[config.mk]
export PLATFORM = sky130hd
export DESIGN_NAME = text_console_renderer
export DESIGN_NICKNAME = d
export VERILOG_FILES = /design/src/rtl/console_pkg.sv /design/src/rtl/console_cell_counter.sv /design/src/rtl/text_console_renderer.sv
export SDC_FILE = /design/constraint.sdc
export NUM_CORES = 1
export LEC_CHECK = 0
export ABC_CLOCK_PERIOD_IN_PS = 5650
export BUFFER_PORTS_ARGS = -buffer_cell sky130_fd_sc_hd__clkbuf_2
export CAP_MARGIN = 20
export CELL_PAD_IN_SITES_DETAIL_PLACEMENT = 1
export CELL_PAD_IN_SITES_GLOBAL_PLACEMENT = 1
export CORE_ASPECT_RATIO = 1.2
export CORE_MARGIN = 2
export CORE_UTILIZATION = 27
export CTS_BUF_LIST = sky130_fd_sc_hd__clkbuf_8 sky130_fd_sc_hd__clkbuf_16
export DETAILED_ROUTE_END_ITERATION = 10
export PLACE_DENSITY_LB_ADDON = 0.1
export SYNTH_ARGS = -nofsm -noshare
export SYNTH_HDL_FRONTEND = slang
export SYNTH_SLANG_ARGS = --single-unit
[constraint.sdc]
create_clock -name vgaClock -period 5.65 [get_ports vgaClock]
set_clock_uncertainty 0.15 [all_clocks]
set_input_delay 0.8475 -clock vgaClock [delete_from_list [all_inputs] [get_ports vgaClock]]
set_output_delay 0.8475 -clock vgaClock [all_outputs]
set_load 0.005 [all_outputs]
[src/rtl/console_pkg.sv]
// Shared geometry defaults, RGB333 type, attribute layout and colour palette
// for the text console renderer.
package console_pkg;

  localparam int unsigned COLS_DEFAULT    = 100;
  localparam int unsigned ROWS_DEFAULT    = 48;
  localparam int unsigned GLYPH_W_DEFAULT = 8;
  localparam int unsigned GLYPH_H_DEFAULT = 10;

  localparam int unsigned CoordW    = 10;
  localparam int unsigned CharAddrW = 13;
  localparam int unsigned FontAddrW = 12;
  localparam int unsigned ProdW     = 13;
  localparam int unsigned SubXW     = 3;
  localparam int unsigned SubYW     = 4;

  // Char RAM word layout: [7:0] code, [11:8] fg index, [15:12] bg index
  localparam int unsigned CodeLsb   = 0;
  localparam int unsigned CodeW     = 8;
  localparam int unsigned AttrFgLsb = 8;
  localparam int unsigned AttrBgLsb = 12;
  localparam int unsigned ColorIdxW = 4;

  typedef logic [8:0] rgb333_t;

  // {r[2:0], g[2:0], b[2:0]}; 0 = black, 15 = white
  localparam rgb333_t PALETTE [16] = '{
    9'h000, 9'h004, 9'h020, 9'h024, 9'h100, 9'h104, 9'h110, 9'h16D,
    9'h092, 9'h097, 9'h0BA, 9'h0BF, 9'h1D2, 9'h1D7, 9'h1FA, 9'h1FF
  };

  function automatic rgb333_t paletteLookup(input logic [ColorIdxW-1:0] idx);
    return PALETTE[idx];
  endfunction

endpackage

[src/rtl/console_cell_counter.sv]
// Generic cell/sub-cell counter for one screen axis. cell_c/sub_c are the
// position of the current pixel; the registers hold the previous one.
module console_cell_counter #(
  parameter int unsigned SPAN   = 8,
  parameter int unsigned CELL_W = 10,
  parameter int unsigned SUB_W  = 3
) (
  input  logic              clk,
  input  logic              reset,
  input  logic              restart,
  input  logic              advance,
  output logic [CELL_W-1:0] cell_c,
  output logic [SUB_W-1:0]  sub_c
);

  logic [CELL_W-1:0] cellQ;
  logic [SUB_W-1:0]  subQ;

  always_comb begin
    cell_c = cellQ;
    sub_c  = subQ;
    if (restart) begin
      cell_c = '0;
      sub_c  = '0;
    end else if (advance) begin
      if (subQ == SUB_W'(SPAN - 1)) begin
        sub_c  = '0;
        cell_c = cellQ + CELL_W'(1);
      end else begin
        sub_c = subQ + SUB_W'(1);
      end
    end
  end

  always_ff @(posedge clk or posedge reset) begin
    if (reset) begin
      cellQ <= '0;
      subQ  <= '0;
    end else begin
      cellQ <= cell_c;
      subQ  <= sub_c;
    end
  end

endmodule

[src/rtl/text_console_renderer.sv]
// Text-mode renderer: pixel coordinate -> char/font RAM reads -> RGB333 pixel,
// 3-clock latency. Optional blinking cursor via CONSOLE_CURSOR_EN.
module text_console_renderer
  import console_pkg::*;
#(
  parameter int unsigned COLS       = COLS_DEFAULT,
  parameter int unsigned ROWS       = ROWS_DEFAULT,
  parameter int unsigned GLYPH_W    = GLYPH_W_DEFAULT,
  parameter int unsigned GLYPH_H    = GLYPH_H_DEFAULT,
  parameter rgb333_t     BORDER_RGB = 9'h000
) (
  input  logic                 vgaClock,
  input  logic                 reset,
  input  logic [CoordW-1:0]    x,
  input  logic [CoordW-1:0]    y,
  input  logic                 active,
`ifdef CONSOLE_CURSOR_EN
  input  logic [6:0]           cursorCol,
  input  logic [5:0]           cursorRow,
  input  logic                 cursorOn,
`endif
  output logic [CharAddrW-1:0] addrRChar,
  input  logic [15:0]          dataChar,
  output logic [FontAddrW-1:0] addrRFont,
  input  logic [7:0]           dataFont,
  output rgb333_t              pixelData,
  output logic                 pixelValid
);

  localparam int unsigned CursorFirstLine = (GLYPH_H >= 2) ? GLYPH_H - 2 : 0;

  logic [CoordW-1:0] col_c, row_c;
  logic [SubXW-1:0]  subX_c;
  logic [SubYW-1:0]  subY_c;
  logic [CoordW-1:0] yPrev;
  logic              lineStart, inArea, cursorHit;
  logic [ProdW-1:0]  charIndex, fontIndex;

  // S1 / S2 pipeline registers
  logic [SubXW-1:0]     subXD1, subXD2;
  logic [SubYW-1:0]     subYD1;
  logic                 oobD1, oobD2, activeD1, activeD2, cursorD1, cursorD2;
  logic [ColorIdxW-1:0] fgD2, bgD2, fgSel, bgSel;
  logic                 glyphBit;
  rgb333_t              pixelNext;

  assign lineStart = (x == '0) && (y != yPrev);

  console_cell_counter #(.SPAN(GLYPH_W), .CELL_W(CoordW), .SUB_W(SubXW)) xCounter (
    .clk(vgaClock), .reset(reset), .restart(x == '0), .advance(1'b1),
    .cell_c(col_c), .sub_c(subX_c)
  );

  console_cell_counter #(.SPAN(GLYPH_H), .CELL_W(CoordW), .SUB_W(SubYW)) yCounter (
    .clk(vgaClock), .reset(reset), .restart(y == '0), .advance(lineStart),
    .cell_c(row_c), .sub_c(subY_c)
  );

  assign inArea    = (col_c < CoordW'(COLS)) && (row_c < CoordW'(ROWS));
  assign charIndex = ProdW'(row_c) * ProdW'(COLS) + ProdW'(col_c);
  assign fontIndex = ProdW'(dataChar[CodeLsb +: CodeW]) * ProdW'(GLYPH_H) + ProdW'(subYD1);

`ifdef CONSOLE_CURSOR_EN
  logic [4:0] frameCnt;

  // Blink phase: one count per frame, taken from the y wrap back to 0
  always_ff @(posedge vgaClock or posedge reset) begin
    if (reset) begin
      frameCnt <= '0;
    end else if ((y == '0) && (yPrev != '0)) begin
      frameCnt <= frameCnt + 5'(1);
    end
  end

  assign cursorHit = cursorOn && frameCnt[4] &&
                     (col_c == CoordW'(cursorCol)) && (row_c == CoordW'(cursorRow)) &&
                     (subY_c >= SubYW'(CursorFirstLine));
`else
  assign cursorHit = 1'b0;
`endif

  // RAM addresses are combinational so each read lands one stage later
  always_comb begin
    addrRChar = '0;
    addrRFont = '0;
    if (!reset) begin
      if (inArea) addrRChar = CharAddrW'(charIndex);
      addrRFont = FontAddrW'(fontIndex);
    end
  end

  always_ff @(posedge vgaClock or posedge reset) begin
    if (reset) begin
      yPrev    <= '0;
      subXD1   <= '0;
      subYD1   <= '0;
      oobD1    <= 1'b0;
      activeD1 <= 1'b0;
      cursorD1 <= 1'b0;
      subXD2   <= '0;
      oobD2    <= 1'b0;
      activeD2 <= 1'b0;
      cursorD2 <= 1'b0;
      fgD2     <= '0;
      bgD2     <= '0;
    end else begin
      yPrev    <= y;
      subXD1   <= subX_c;
      subYD1   <= subY_c;
      oobD1    <= !inArea;
      activeD1 <= active;
      cursorD1 <= cursorHit;
      subXD2   <= subXD1;
      oobD2    <= oobD1;
      activeD2 <= activeD1;
      cursorD2 <= cursorD1;
      fgD2     <= dataChar[AttrFgLsb +: ColorIdxW];
      bgD2     <= dataChar[AttrBgLsb +: ColorIdxW];
    end
  end

  // S2: glyph bit select (MSB leftmost) and palette lookup
  always_comb begin
    fgSel     = fgD2;
    bgSel     = bgD2;
    if (cursorD2) begin
      fgSel = bgD2;
      bgSel = fgD2;
    end
    glyphBit  = dataFont[SubXW'(3'd7 - subXD2)];
    pixelNext = BORDER_RGB;
    if (activeD2 && !oobD2) pixelNext = paletteLookup(glyphBit ? fgSel : bgSel);
  end

  always_ff @(posedge vgaClock or posedge reset) begin
    if (reset) begin
      pixelData  <= '0;
      pixelValid <= 1'b0;
    end else begin
      pixelData  <= pixelNext;
      pixelValid <= activeD2;
    end
  end

endmodule

## Word-level counts from Yosys, hierarchy flattened

Memory sizes are Yosys's and may differ from the RTL's.
Cells that the tools add are included.

| storage, ports and cells | value |
|---|---|
| flip-flop bits (word level) | 62 |
| ROM bits | 144 |
| output and inout port bits | 35 |
| memories | 1 |

Memories:

| memory | depth | bits a word | rd ports | clocked after Yosys merged registers in | write ports | RTL line | text |
|---|---|---|---|---|---|---|---|
| (name not given) | 16 | 9 | 1 | 0 | 0 | console_pkg.sv:33 | `return PALETTE[idx];` |

| cells by class | value |
|---|---|
| $add $sub $neg | 7 |
| multipliers | 2 |
| order comparisons | 4 |
| equality and inequality tests | 3 |
| multiplexer cells | 19 |
| bitwise operators | 1 |
| reductions and logical operators | 8 |

Operator list:

| kind | count |
|---|---|
| $mux 10 | 5 |
| $mux 9 | 3 |
| $mux 13 | 2 |
| $add 10x1->10 const B | 2 |
| $logic_not 10->1 | 2 |
| $mux 4 | 4 |
| $add 13x10->13 | 1 |
| $add 12x4->12 | 1 |
| $mux 12 | 1 |
| $mul 10x5->11 const B | 1 |
| $mul 8x3->11 const B | 1 |
| $lt 10x6->1 const B | 1 |
| $lt 10x7->1 const B | 1 |
| $ne 10x10->1 | 1 |
| $mux 3 | 2 |
| $ge 5x5->1 const B | 1 |
| $not 4->5 | 1 |
| $add 4x1->4 const B | 1 |
| $eq 4x4->1 const B | 1 |
| $lt 3x4->1 const B | 1 |
| $add 3x1->3 const B | 1 |
| $bmux 1 s3 | 1 |
| $eq 3x3->1 const B | 1 |
| $logic_and 1x1->1 | 3 |
| other kinds (4) | 5 |

## Depth between registers and ports, before layout

Gate-level depths: netlist (run 1).

| logic depth | value |
|---|---|
| depth in word-level cells | 9 |
| mapped depth | 22 |
| mapped depth without buffers | 22 |

## Modules after synthesis

From an unflattened synthesis (run 1), not the netlist that was laid out.

| second synthesis, totals | value |
|---|---|
| cells, all modules | 447 |
| area, all modules | 4516.8 um2 |

By module, submodules not included:

| module | instances | cells an instance | area an instance (um2) | sequential area each (um2) |
|---|---|---|---|---|
| text_console_renderer | 1 | 302 | 3086.7 | 1026.0 |
| console_cell_counter (yCounter) | 1 | 79 | 770.7 | 350.3 |
| console_cell_counter (xCounter) | 1 | 66 | 659.4 | 325.3 |

## Least setup slack after synthesis (run 1)

No wires, ideal clock.

| path | value |
|---|---|
| kind | input to output |
| start | input port x[1] |
| end | output port addrRChar[12] |
| data arrival time | 4708 ps |
| required time | 4653 ps |
| path slack | -56 ps |
| stages | 18 |
| buffers on the path | 0 |
| path through | nor4_2 -> nand4_1 -> a311oi_2 -> nand4_1 -> xor2_1 -> nor2_1 -> ha_1 -> ha_1 -> fa_1 -> ha_1 -> a21oi_1 -> xnor2_1 -> ha_1 -> nor2_1 -> nor4b_1 -> o21ai_0 -> xnor2_1 -> nor2_1 |

| on the way | value |
|---|---|
| longest elaborated chain between the ends | 8 |

Ends and longest elaborated chain:

| what | RTL line | text |
|---|---|---|
| start, declared | text_console_renderer.sv:14 | `input logic [CoordW-1:0] x,` |
| $logic_not 10->1 (*) | text_console_renderer.sv:47 | `assign lineStart = (x == '0) && (y != yPrev);` |
| $logic_and 1x1->1 (*) | text_console_renderer.sv:47 |  |
| $mux 10 (*) | console_cell_counter.sv:25 | `end else if (advance) begin` |
| $mux 10 (*) | console_cell_counter.sv:22 | `if (restart) begin` |
| via row_c[3] | text_console_renderer.sv:32 | `logic [CoordW-1:0] col_c, row_c;` |
| $mul 10x5->11 or $lt 10x6->1 (tied branches) | text_console_renderer.sv:60, text_console_renderer.sv:59 |  |
| $add 13x10->13 or $logic_and 1x1->1 (tied branches) | text_console_renderer.sv:60, text_console_renderer.sv:59 |  |
| $mux 13 (*) | text_console_renderer.sv:87 | `if (inArea) addrRChar = CharAddrW'(charIndex);` |
| $mux 13 (*) | text_console_renderer.sv:86 | `if (!reset) begin` |
| end, declared | text_console_renderer.sv:22 | `output logic [CharAddrW-1:0] addrRChar,` |

The timed path passes the listed nets; every way through them passes the cells marked *.

## Worst setup path in the final report (run 1)

| path | value |
|---|---|
| start | input port x[2] |
| end | output port addrRChar[10] |

| on the way | value |
|---|---|
| longest elaborated chain between the ends | 8 |

Ends and longest elaborated chain:

| what | RTL line |
|---|---|
| $logic_not 10->1 (*) | text_console_renderer.sv:47, text_console_renderer.sv:50 |
| $logic_and 1x1->1 | text_console_renderer.sv:47 |
| $mux 10 | console_cell_counter.sv:25 |
| $mux 10 | console_cell_counter.sv:22 |
| $mul 10x5->11 or $lt 10x6->1 (tied branches) | text_console_renderer.sv:60, text_console_renderer.sv:59 |
| $add 13x10->13 or $logic_and 1x1->1 (tied branches) | text_console_renderer.sv:60, text_console_renderer.sv:59 |
| $mux 13 (*) | text_console_renderer.sv:87 |
| $mux 13 (*) | text_console_renderer.sv:86 |

Mark *: on every way between the ends. The rest lies on a longest branch, timed or not.

==> flow_metrics.tcl, run 1 <==
set metrics [dict create \
    antenna_cells 0 \
    cts_root_buffer "clkbuf_16" \
    num_vias 3555 \
    r2r_cells 17 \
    synth_fp_nets 534 \
    cts_tree "done" \
    clkTransAtPathRegs_ns 0.06 \
    dieArea_sq_um 16900 \
    synthDistinctLibCells 59 \
    ys_ff_latch 61 \
    clkSinkCount 61 \
    min_period_ns 5.94 \
    io_buffer_count 81 \
    synth_warnings 0 \
    hold_path.class "flip-flop to flip-flop" \
    synth_edf_count 0 \
    rsz0062_at_grt "true" \
    synth_area_leaders "dfrtp_1 (36%), ha_1 (15%), xor2_1 (6.6%), xnor2_1 (4.3%), nor2_1 (4.2%)" \
    synthesis.instances 430 \
    drv_slew 0 \
    postSynth.asyncResetShare_pct 100 \
    path_class "input port to output pin" \
    finalHoldWorstSlack_ns 0.196 \
    p_int_mw 1.02 \
    dominantRegCellSynth "dfrtp_1" \
    crit_path_max_fanout 4 \
    p_comb_share_pct 24.3 \
    gp_congestion 0.730 \
    p_leak_nw 2.86 \
    maxSlewHeadroom_pct 47.0 \
    pre_cts_slack_ns -0.603 \
    power_frac_clock_pct 39.4 \
    htreeDepth 3 \
    status "finished with violations" \
    wl_per_cell_um 14.7 \
    p_sw_share_pct 30.8 \
    setup_slack_ns -0.286 \
    via_per_inst 4.55 \
    synth_top_area_cell "dfrtp_1" \
    max_clock_freq_mhz 168 \
    hold_viol 0 \
    p_seq_share_pct 36.4 \
    cts_buffers 9 \
    antenna_found_initial 0 \
    hpwl_um 9050 \
    grtUsageTotal_pct 14.3 \
    first_iter_violations 102 \
    power.density_nw_per_um2 249 \
    layout-drive-gt1-share_pct 37.3 \
    grt.busiest_layer "met2" \
    syn_to_final_growth_pct 38.9 \
    start_util_pct 27.5 \
    netlist_area_sq_um 4280 \
    drc 0 \
    max-vdd-ir-drop_mv 0.155 \
    globalRouteOverflowTotal 0 \
    grt_pass1_wl_um 19200 \
    fin_crit_sh_pct 105 \
    avgSynthCellArea_sq_um 9.95 \
    hold_depth 0 \
    seq_area_frac_synth_pct 35.7 \
    die_y_um 142 \
    finalSetupViolCount 6 \
    dr.pass1.iters 4 \
    yosys.area.top_type_share_pct 35.7 \
    power_switching_mw 0.456 \
    clk_latency_ns 0.33 \
    layout.nets 672 \
    ant_nets 0 \
    grt_use_met1_pct 17.0 \
    endpoint_kind "output pin" \
    dpl_cell_area_sq_um 5240 \
    violations "setup timing" \
    cp.arrival_ns 4.94 \
    grt_max_degree 47 \
    core_area_sq_um 15600 \
    grt_use_met2_pct 26.3 \
    maxCapViolations 0 \
    die_width_um 119 \
    start_kind "input port" \
    stdcell_area_sq_um 5940 \
    worst_pin_slew_ns 0.773 \
    clk_path_buf_depth 2 \
    num_rows 50 \
    finalWirelength_um 11500 \
    required_ns 4.65 \
    io_pins 82 \
    grt_pass1_vias 3882 \
    grt_util_met3_pct 2.73 \
]
layout by cell type, fill, tap and decap left out, types with 5 or more instances in the layout:
| master | n |
|---|---|
| nor2_1 | 44 |
| a21o_1 | 10 |
| xnor2_1 | 20 |
| ha_4 | 11 |
| and2_1 | 5 |
| buf_4 | 53 |
| nand2_1 | 20 |
| nand4_1 | 8 |
| inv_2 | 8 |
| buf_2 | 5 |
| fa_1 | 6 |
| clkbuf_2 | 75 |
| nor2_2 | 5 |
| o21ai_1 | 6 |
| clkbuf_16 | 9 |
| a21oi_1 | 17 |
| or3_1 | 6 |
| nor2b_1 | 7 |
| xor2_1 | 31 |
| dfrtp_1 | 61 |
| inv_1 | 23 |
| mux2i_1 | 6 |
| nand3_1 | 8 |
| ha_1 | 39 |
critical path, cell delays in order:
cell and delay (ns):
buf_6 0.10, nor4_4 0.29, nand4_1 0.14, buf_6 0.15, a311oi_4 0.28, buf_4 0.18
mux2_4 0.31, and2_4 0.17, ha_4 0.16, ha_4 0.24, fa_1 0.59, ha_4 0.23
a21oi_4 0.17, xnor2_2 0.10, ha_4 0.19, or3_4 0.34, o21ai_2 0.13, xor2_1 0.16
nor2_1 0.05, buf_2 0.12
final timing paths:
check | startpoint | endpoint | slack, ns
max in group asynchronous | reset | xCounter.cellQ[3] | 3.86
min | activeD1 | activeD2 | 0.20
min reg2reg | activeD1 | activeD2 | 0.20
min in group asynchronous | reset | yCounter.cellQ[9] | 0.56
max | x[2] | addrRChar[10] | -0.29
max reg2reg | yCounter.subQ[1] | oobD1 | 2.37
cell usage after synthesis, drive strengths merged (2+ instances only):
master  number
xnor2       22
ha          50
mux4         2
o21ai       10
or3          7
mux2i        6
inv         31
nand2b       4
nor2        49
or2          4
nor3b        3
xor2        32
a21o        10
a21oi       21
nor4         7
buf          4
and4         3
nor4b        2
dfrtp       61
and3         5
fa           7
o21a         2
nand4        9
nand3       11
a31oi        2
clkbuf       4
o31ai        2
nand2       23
o21bai       4
and2         7
nor3         7
nor2b        7
layout make-up:
class / count / area [sq um]
Clock buffer: 11 / 253
Fill cell: 1779 / 9630
Inverter: 31 / 116
Sequential cell: 61 / 1530
Timing Repair Buffer: 135 / 821
Clock inverter: 5 / 65.1
Tap cell: 208 / 260
Multi-Input combinational cell: 330 / 2900
metrics by stage:
stage          cells  util, %  setup TNS, ns  total power [mW]
6_report         781     38.2          -1.33              1.48
3_3_place_gp     754     33.6          -2.66             0.872
2_1_floorplan    430        -        -0.0409             0.761
5_1_grt          781     38.2          -2.54              1.57
3_5_place_dp     754     33.6          -3.24             0.879
4_1_cts          779     37.5          -1.04              1.50
sequential cells by signal, summed over array words and instances, names as in the netlist:
register and flops:
pixelValid 1, oobD1 1, oobD2 1, yPrev 10, yCounter.cellQ 10, xCounter.cellQ 10
yCounter.subQ 4, fgD2 4, pixelData 8, subXD2 3, xCounter.subQ 3, bgD2 4
activeD2 1, activeD1 1
per-layer routing:
metal,share of wire [%],up-vias
li1,-,1763
met4,0.84,0
met3,2.9,6
met1,42,1732
met5,0,-
met2,54,54
power by group through the flow:
stage | logic (mW) | clock network (mW) | registers (mW)
4_1_cts | 0.360 | 0.596 | 0.539
2_1_floorplan | 0.228 | 0 | 0.532
6_report | 0.358 | 0.582 | 0.537
5_1_grt | 0.406 | 0.614 | 0.547
3_5_place_dp | 0.333 | 0 | 0.546
3_3_place_gp | 0.328 | 0 | 0.544
cell families (layout without fill, tap and decap cells):
kind of cell / count (synthesis) / after routing / synth area share [%]
simple gates: 150 / 150 / 19.6
flops: 61 / 61 / 35.7
compound gates: 60 / 60 / 9.07
fa+ha+maj: 57 / 57 / 17.9
xor+xnor: 54 / 54 / 11.2
buf+inv: 39 / 182 / 3.80
mux: 9 / 9 / 2.72
what timing repair did:
| item | in CTS | in global routing |
|---|---|---|
| pin swaps | 32 | 14 |
| resized for setup | 34 | 24 |
| hold buffers | 0 | 0 |
| endpoints found under the setup margin | 6 | 11 |
| setup buffers | 9 | 2 |
No activity file was read; power rests on OpenSTA's default activity.
==> inputs of run 2 (changes only) <==
--- a/config.mk
+++ b/config.mk
@@ -5,7 +5,7 @@
 export SDC_FILE = /design/constraint.sdc
 export NUM_CORES = 1
 export LEC_CHECK = 0
-export ABC_CLOCK_PERIOD_IN_PS = 5650
+export ABC_CLOCK_PERIOD_IN_PS = 7630
 export BUFFER_PORTS_ARGS = -buffer_cell sky130_fd_sc_hd__clkbuf_2
 export CAP_MARGIN = 20
 export CELL_PAD_IN_SITES_DETAIL_PLACEMENT = 1
@@ -16,6 +16,7 @@
 export CTS_BUF_LIST = sky130_fd_sc_hd__clkbuf_8 sky130_fd_sc_hd__clkbuf_16
 export DETAILED_ROUTE_END_ITERATION = 10
 export PLACE_DENSITY_LB_ADDON = 0.1
+export RECOVER_POWER = 25
 export SYNTH_ARGS = -nofsm -noshare
 export SYNTH_HDL_FRONTEND = slang
 export SYNTH_SLANG_ARGS = --single-unit
==> constraint.sdc (replaced) <==
create_clock -name vgaClock -period 7.63 [get_ports vgaClock]
set_clock_uncertainty 0.15 [all_clocks]
set_input_delay 1.1445 -clock vgaClock [delete_from_list [all_inputs] [get_ports vgaClock]]
set_output_delay 1.1445 -clock vgaClock [all_outputs]
set_load 0.005 [all_outputs]
==> flow_metrics.tcl, run 2 (synthesis gave the netlist of run 1 again) <==
set metrics [dict create \
    status "complete, no violations" \
    wl_per_cell_um 14.4 \
    maxSlewHeadroom_pct 41.5 \
    first_iter_violations 62 \
    cp.arrival_ns 5.66 \
    pre_cts_slack_ns 0.637 \
    cpMostUsedCell "ha_1" \
    postCtsHoldBufs 0 \
    finalWirelength_um 10500 \
    clk_latency_ns 0.34 \
    num_vias 3329 \
    gp_congestion 0.719 \
    power.density_nw_per_um2 206 \
    crit_chain "clkbuf_2, nor4_2, nand4_1, a311oi_2, nand4_1, xor2_1, nor2_1, ha_1, ha_1, fa_1, ha_1, a21oi_1, xnor2_1, ha_1, nor2_1, nor4b_1, o21ai_0, xnor2_1, nor2_1, clkbuf_2" \
    grtUsageTotal_pct 13.6 \
    fin_crit_sh_pct 91.2 \
    ctsResizeCount 0 \
    final_cell_mix "clkbuf_2 (70), dfrtp_1 (61), ha_1 (50), nor2_1 (48), xor2_1 (32)" \
    io_pins 82 \
    setup_slack_ns 0.674 \
    hold_viol 0 \
    grt_pass1_vias 3608 \
    start_util_pct 27.5 \
    num_rows 50 \
    core_area_sq_um 15600 \
    grt_max_degree 42 \
    dr.pass1.iters 4 \
    finalHoldWorstSlack_ns 0.195 \
    p_int_mw 0.764 \
    start_kind "input port" \
    p_comb_share_pct 21.0 \
    drc 0 \
    rsz0062_at_grt "false" \
    max_clock_freq_mhz 144 \
    max-vdd-ir-drop_mv 0.122 \
    layout-drive-gt1-share_pct 20.9 \
    clkSinkCount 61 \
    layout.nets 620 \
    required_ns 6.34 \
    reg_top3 "xCounter.cellQ: 10 flops, yCounter.cellQ: 10 flops, yPrev: 10 flops" \
    die_y_um 142 \
    path_class "input port to output pin" \
    fin_setup_tns_ns 0 \
    antenna_found_initial 0 \
    hold_path.class "flip-flop to flip-flop" \
    clk_path_buf_depth 2 \
    p_sw_share_pct 29.1 \
    power_switching_mw 0.314 \
    grt_pass1_wl_um 18000 \
    critPathSlowestCell "fa_1" \
    critPathMaxStageDelay_ns 0.46 \
    ant_nets 0 \
    syn_to_final_growth_pct 22.3 \
    cts_root_buffer "clkbuf_16" \
    die_width_um 119 \
    globalRouteOverflowTotal 0 \
    finalSetupViolCount 0 \
    min_period_ns 6.96 \
    nFillCells 1798 \
    dieArea_sq_um 16900 \
    maxCapViolations 0 \
    final_common_cell "clkbuf_2" \
    cts_buffers 9 \
    antenna_cells 0 \
    p_leak_nw 2.58 \
    hpwl_um 8610 \
    clkTransAtPathRegs_ns 0.05 \
    endpoint_kind "output pin" \
    drv_slew 0 \
    via_per_inst 4.57 \
    htreeDepth 3 \
    p_seq_share_pct 37.0 \
    crit_path_max_fanout 5 \
    worst_pin_slew_ns 0.877 \
    cts_setup_buffers 0 \
    io_buffer_count 81 \
    power_frac_clock_pct 42.0 \
    cts_tree "done" \
]
run 2: cell count changes in the layout (fill, tap and decap cells not counted), sizes merged:
cell    change
inv         -2
bufinv      +1
clkbuf      +6
clkinv      +1
buf        -58
run 2: final cells by class:
type	count	area, sq um	share of cell area (%)
inverters	31	116	2.22
multi-input cells	330	2590	49.5
clock inverters	5	82.6	1.58
clock buffers	11	253	4.83
well taps	208	260	4.97
repair buffers	83	407	7.77
flip-flops and latches	61	1530	29.2
run 2: path summary, 6_finish.rpt:
path,slack [ns],start,cells after the start,end
hold / removal,0.19,oobD1,0,oobD2
setup reg to reg,4.31,yCounter.subQ[1],15,oobD1
hold reg to reg,0.19,oobD1,0,oobD2
max in group asynchronous,5.09,reset,3,yPrev[9]
min in group asynchronous,1.19,reset,2,yCounter.cellQ[1]
setup / recovery,0.67,x[1],20,addrRChar[12]
run 2: power by group through the flow:
stage | registers, mW | clock network [mW] | logic, mW
after CTS | 0.400 | 0.465 | 0.235
after global placement | 0.405 | 0 | 0.230
final | 0.399 | 0.452 | 0.226
after global routing | 0.407 | 0.483 | 0.262
after detailed placement | 0.406 | 0 | 0.233
after floorplan | 0.394 | 0 | 0.168
run 2: per-stage QoR:
stage / total power [mW] / util (%) / std cells / cell area [sq um]
floorplan: 0.562 / - / 430 / 4280
global placement: 0.635 / 31.5 / 713 / 4910
detailed placement: 0.639 / 31.5 / 713 / 4910
CTS: 1.10 / 33.7 / 729 / 5250
global route: 1.15 / 33.6 / 729 / 5230
finish: 1.08 / 33.6 / 729 / 5230
run 2: layer usage:
metal / GRT usage (%) / routed length (um)
met1: 16.2 / 4600
met2: 24.1 / 5410
met3: 2.69 / 316
met4: 5.45 / 181
met5: 0 / 0
run 2: worst max-delay path, delay by kind of cell:
| kind | cells | cell delay (ns) |
|---|---|---|
| compound gates | 3 | 0.81 |
| simple gates | 7 | 1.34 |
| buf+inv | 2 | 0.21 |
| xor+xnor | 3 | 0.40 |
| fa+ha+maj | 5 | 1.76 |
==> inputs of run 3 (changes only) <==
--- a/config.mk
+++ b/config.mk
@@ -12,7 +12,7 @@
 export CELL_PAD_IN_SITES_GLOBAL_PLACEMENT = 1
 export CORE_ASPECT_RATIO = 1.2
 export CORE_MARGIN = 2
-export CORE_UTILIZATION = 27
+export CORE_UTILIZATION = 45
 export CTS_BUF_LIST = sky130_fd_sc_hd__clkbuf_8 sky130_fd_sc_hd__clkbuf_16
 export DETAILED_ROUTE_END_ITERATION = 10
 export PLACE_DENSITY_LB_ADDON = 0.1
==> flow_metrics.tcl, run 3 (synthesis gave the netlist of run 1 again) <==
set metrics [dict create \
    dpl_cell_area_sq_um 4810 \
    min_period_ns 6.96 \
    io_pins 82 \
    cts_root_buffer "clkbuf_16" \
    cp.arrival_ns 5.67 \
    dr.pass1.iters 4 \
    first_iter_violations 85 \
    ant_nets 0 \
    r2r_cells 15 \
    layout-drive-gt1-share_pct 20.9 \
    crit_path_max_fanout 5 \
    critPathMaxStageDelay_ns 0.46 \
    clk_path_buf_depth 2 \
    clkTransAtPathRegs_ns 0.05 \
    rsz0062_at_grt "false" \
    required_ns 6.34 \
    die_width_um 93.0 \
    clkSinkCount 61 \
    grtUsageTotal_pct 21.8 \
    drc 0 \
    start_kind "input port" \
    grt_max_degree 62 \
    drv_slew 62 \
    fin_setup_tns_ns 0 \
    r2r-end "oobD1" \
    fin_crit_sh_pct 91.3 \
    grt_pass1_vias 3825 \
    start_util_pct 45.7 \
    via_per_inst 5.30 \
    num_rows 39 \
    num_vias 3418 \
    hold_path.class "flip-flop to flip-flop" \
    wl_per_cell_um 16.2 \
    grt_pass1_wl_um 17900 \
    syn_to_final_growth_pct 18.8 \
    r2r_slack_ns 4.23 \
    max-vdd-ir-drop_mv 0.113 \
    cts_tree "done" \
    max_clock_freq_mhz 144 \
    postCtsHoldBufs 0 \
    whs_endpoint "activeD2" \
    cts_setup_buffers 0 \
    dieArea_sq_um 10300 \
    final_cell_mix "clkbuf_2 (70), dfrtp_1 (61), ha_1 (50), nor2_1 (48), xor2_1 (32)" \
    layout.nets 621 \
    path_class "input port to output pin" \
    maxCapViolations 1 \
    hold_viol 0 \
    cpMostUsedCell "ha_1" \
    worst_pin_slew_ns 3.27 \
    ctsResizeCount 0 \
    status "finished with violations" \
    maxSlewHeadroom_pct -118 \
    endpoint_kind "output pin" \
    finalWirelength_um 10500 \
    htreeDepth 3 \
    antenna_found_initial 0 \
    io_buffer_count 81 \
    gp_congestion 0.777 \
    crit_chain "clkbuf_2, nor4_2, nand4_1, a311oi_2, nand4_1, xor2_1, nor2_1, ha_1, ha_1, fa_1, ha_1, a21oi_1, xnor2_1, ha_1, nor2_1, nor4b_1, o21ai_0, xnor2_1, nor2_1, clkbuf_2" \
    reg_top3 "xCounter.cellQ: 10 flops, yCounter.cellQ: 10 flops, yPrev: 10 flops" \
    finalSetupViolCount 0 \
    final_common_cell "clkbuf_2" \
    core_area_sq_um 9370 \
    critPathSlowestCell "fa_1" \
    stdcell_area_sq_um 5080 \
    p_leak_nw 2.55 \
    globalRouteOverflowTotal 0 \
    violations "capacitance limit, slew limit" \
    worst_path_dominant_cell_family "adder cells" \
    hold_depth 0 \
    crit_buf_inv 2 \
    r2r_start "yCounter.subQ[1]" \
    hold_start "activeD1" \
    power.density_nw_per_um2 199 \
    hpwl_um 8290 \
    die_y_um 111 \
    cts_buffers 9 \
    antenna_cells 0 \
    clk_latency_ns 0.33 \
]
run 3: cell count changes in the layout (fill, tap and decap cells not counted):
cell,before,now
clkinv_1,0,1
clkbuf_1,11,12
and2_0,0,1
inv_1,29,28
clkinvlp_4,0,1
clkinv_4,2,3
and2_1,7,6
clkbuf_8,2,1
inv_6,0,1
bufinv_16,2,0
run 3: power by group:
| part | internal (mW) | leakage (nW) | switching [mW] |
|---|---|---|---|
| Sequential | 0.362 | 0.746 | 0.0373 |
| Combinational | 0.0978 | 1.66 | 0.132 |
| Clock | 0.230 | 0.139 | 0.152 |
run 3: layout make-up:
type	count	area, sq um
inverter	31	116
multi-input combinational	330	2590
fill	1120	4290
timing repair buffer	84	410
tap	123	154
clock inverter	6	47.5
clock buffer	10	239
sequential	61	1530
run 3: metal layers:
metal	track usage, %	vias to the layer above	wire length [um]
li1	-	1659	-
met1	24.1	1687	4200
met2	42.2	59	5830
met3	2.72	13	289
met4	7.06	0	157
met5	0	-	0
run 3: how the worst max path moves through the flow:
| stage | start | to | cells after the start |
|---|---|---|---|
| floorplan | x[1] | addrRChar[12] | 18 |
| global placement | x[1] | addrRChar[12] | 20 |
| detailed placement | x[1] | addrRChar[12] | 20 |
| CTS | x[1] | addrRChar[12] | 20 |
| global route | x[1] | addrRChar[12] | 20 |
| finish | x[1] | addrRChar[12] | 20 |
run 3: worst reg2reg max path, stage by stage, from the launching register on:
cell and delay (ns):
dfrtp_1 0.42, inv_1 0.08, ha_1 0.14, nand2_1 0.06, nor2_1 0.25, and3_1 0.25
nand3_1 0.16, nor2_1 0.17, nand2_1 0.08, xor2_1 0.14, nor2_1 0.12, ha_1 0.25
nand2b_1 0.18, nor4_1 0.29, nand2_1 0.17, or3_1 0.36
run 3: per-stage QoR:
step / util (%) / cells / hold slack, ns / power [mW] / setup WS (ns)
finish: 54.2 / 645 / 0.200 / 1.01 / 0.666
global route: 54.2 / 645 / 0.214 / 1.07 / 0.236
CTS: 54.4 / 645 / 0.202 / 1.03 / 0.628
detailed placement: 51.4 / 629 / 0.192 / 0.635 / 0.627
global placement: 51.4 / 629 / 0.186 / 0.625 / 0.817
floorplan: - / 430 / 0.181 / 0.562 / 1.33
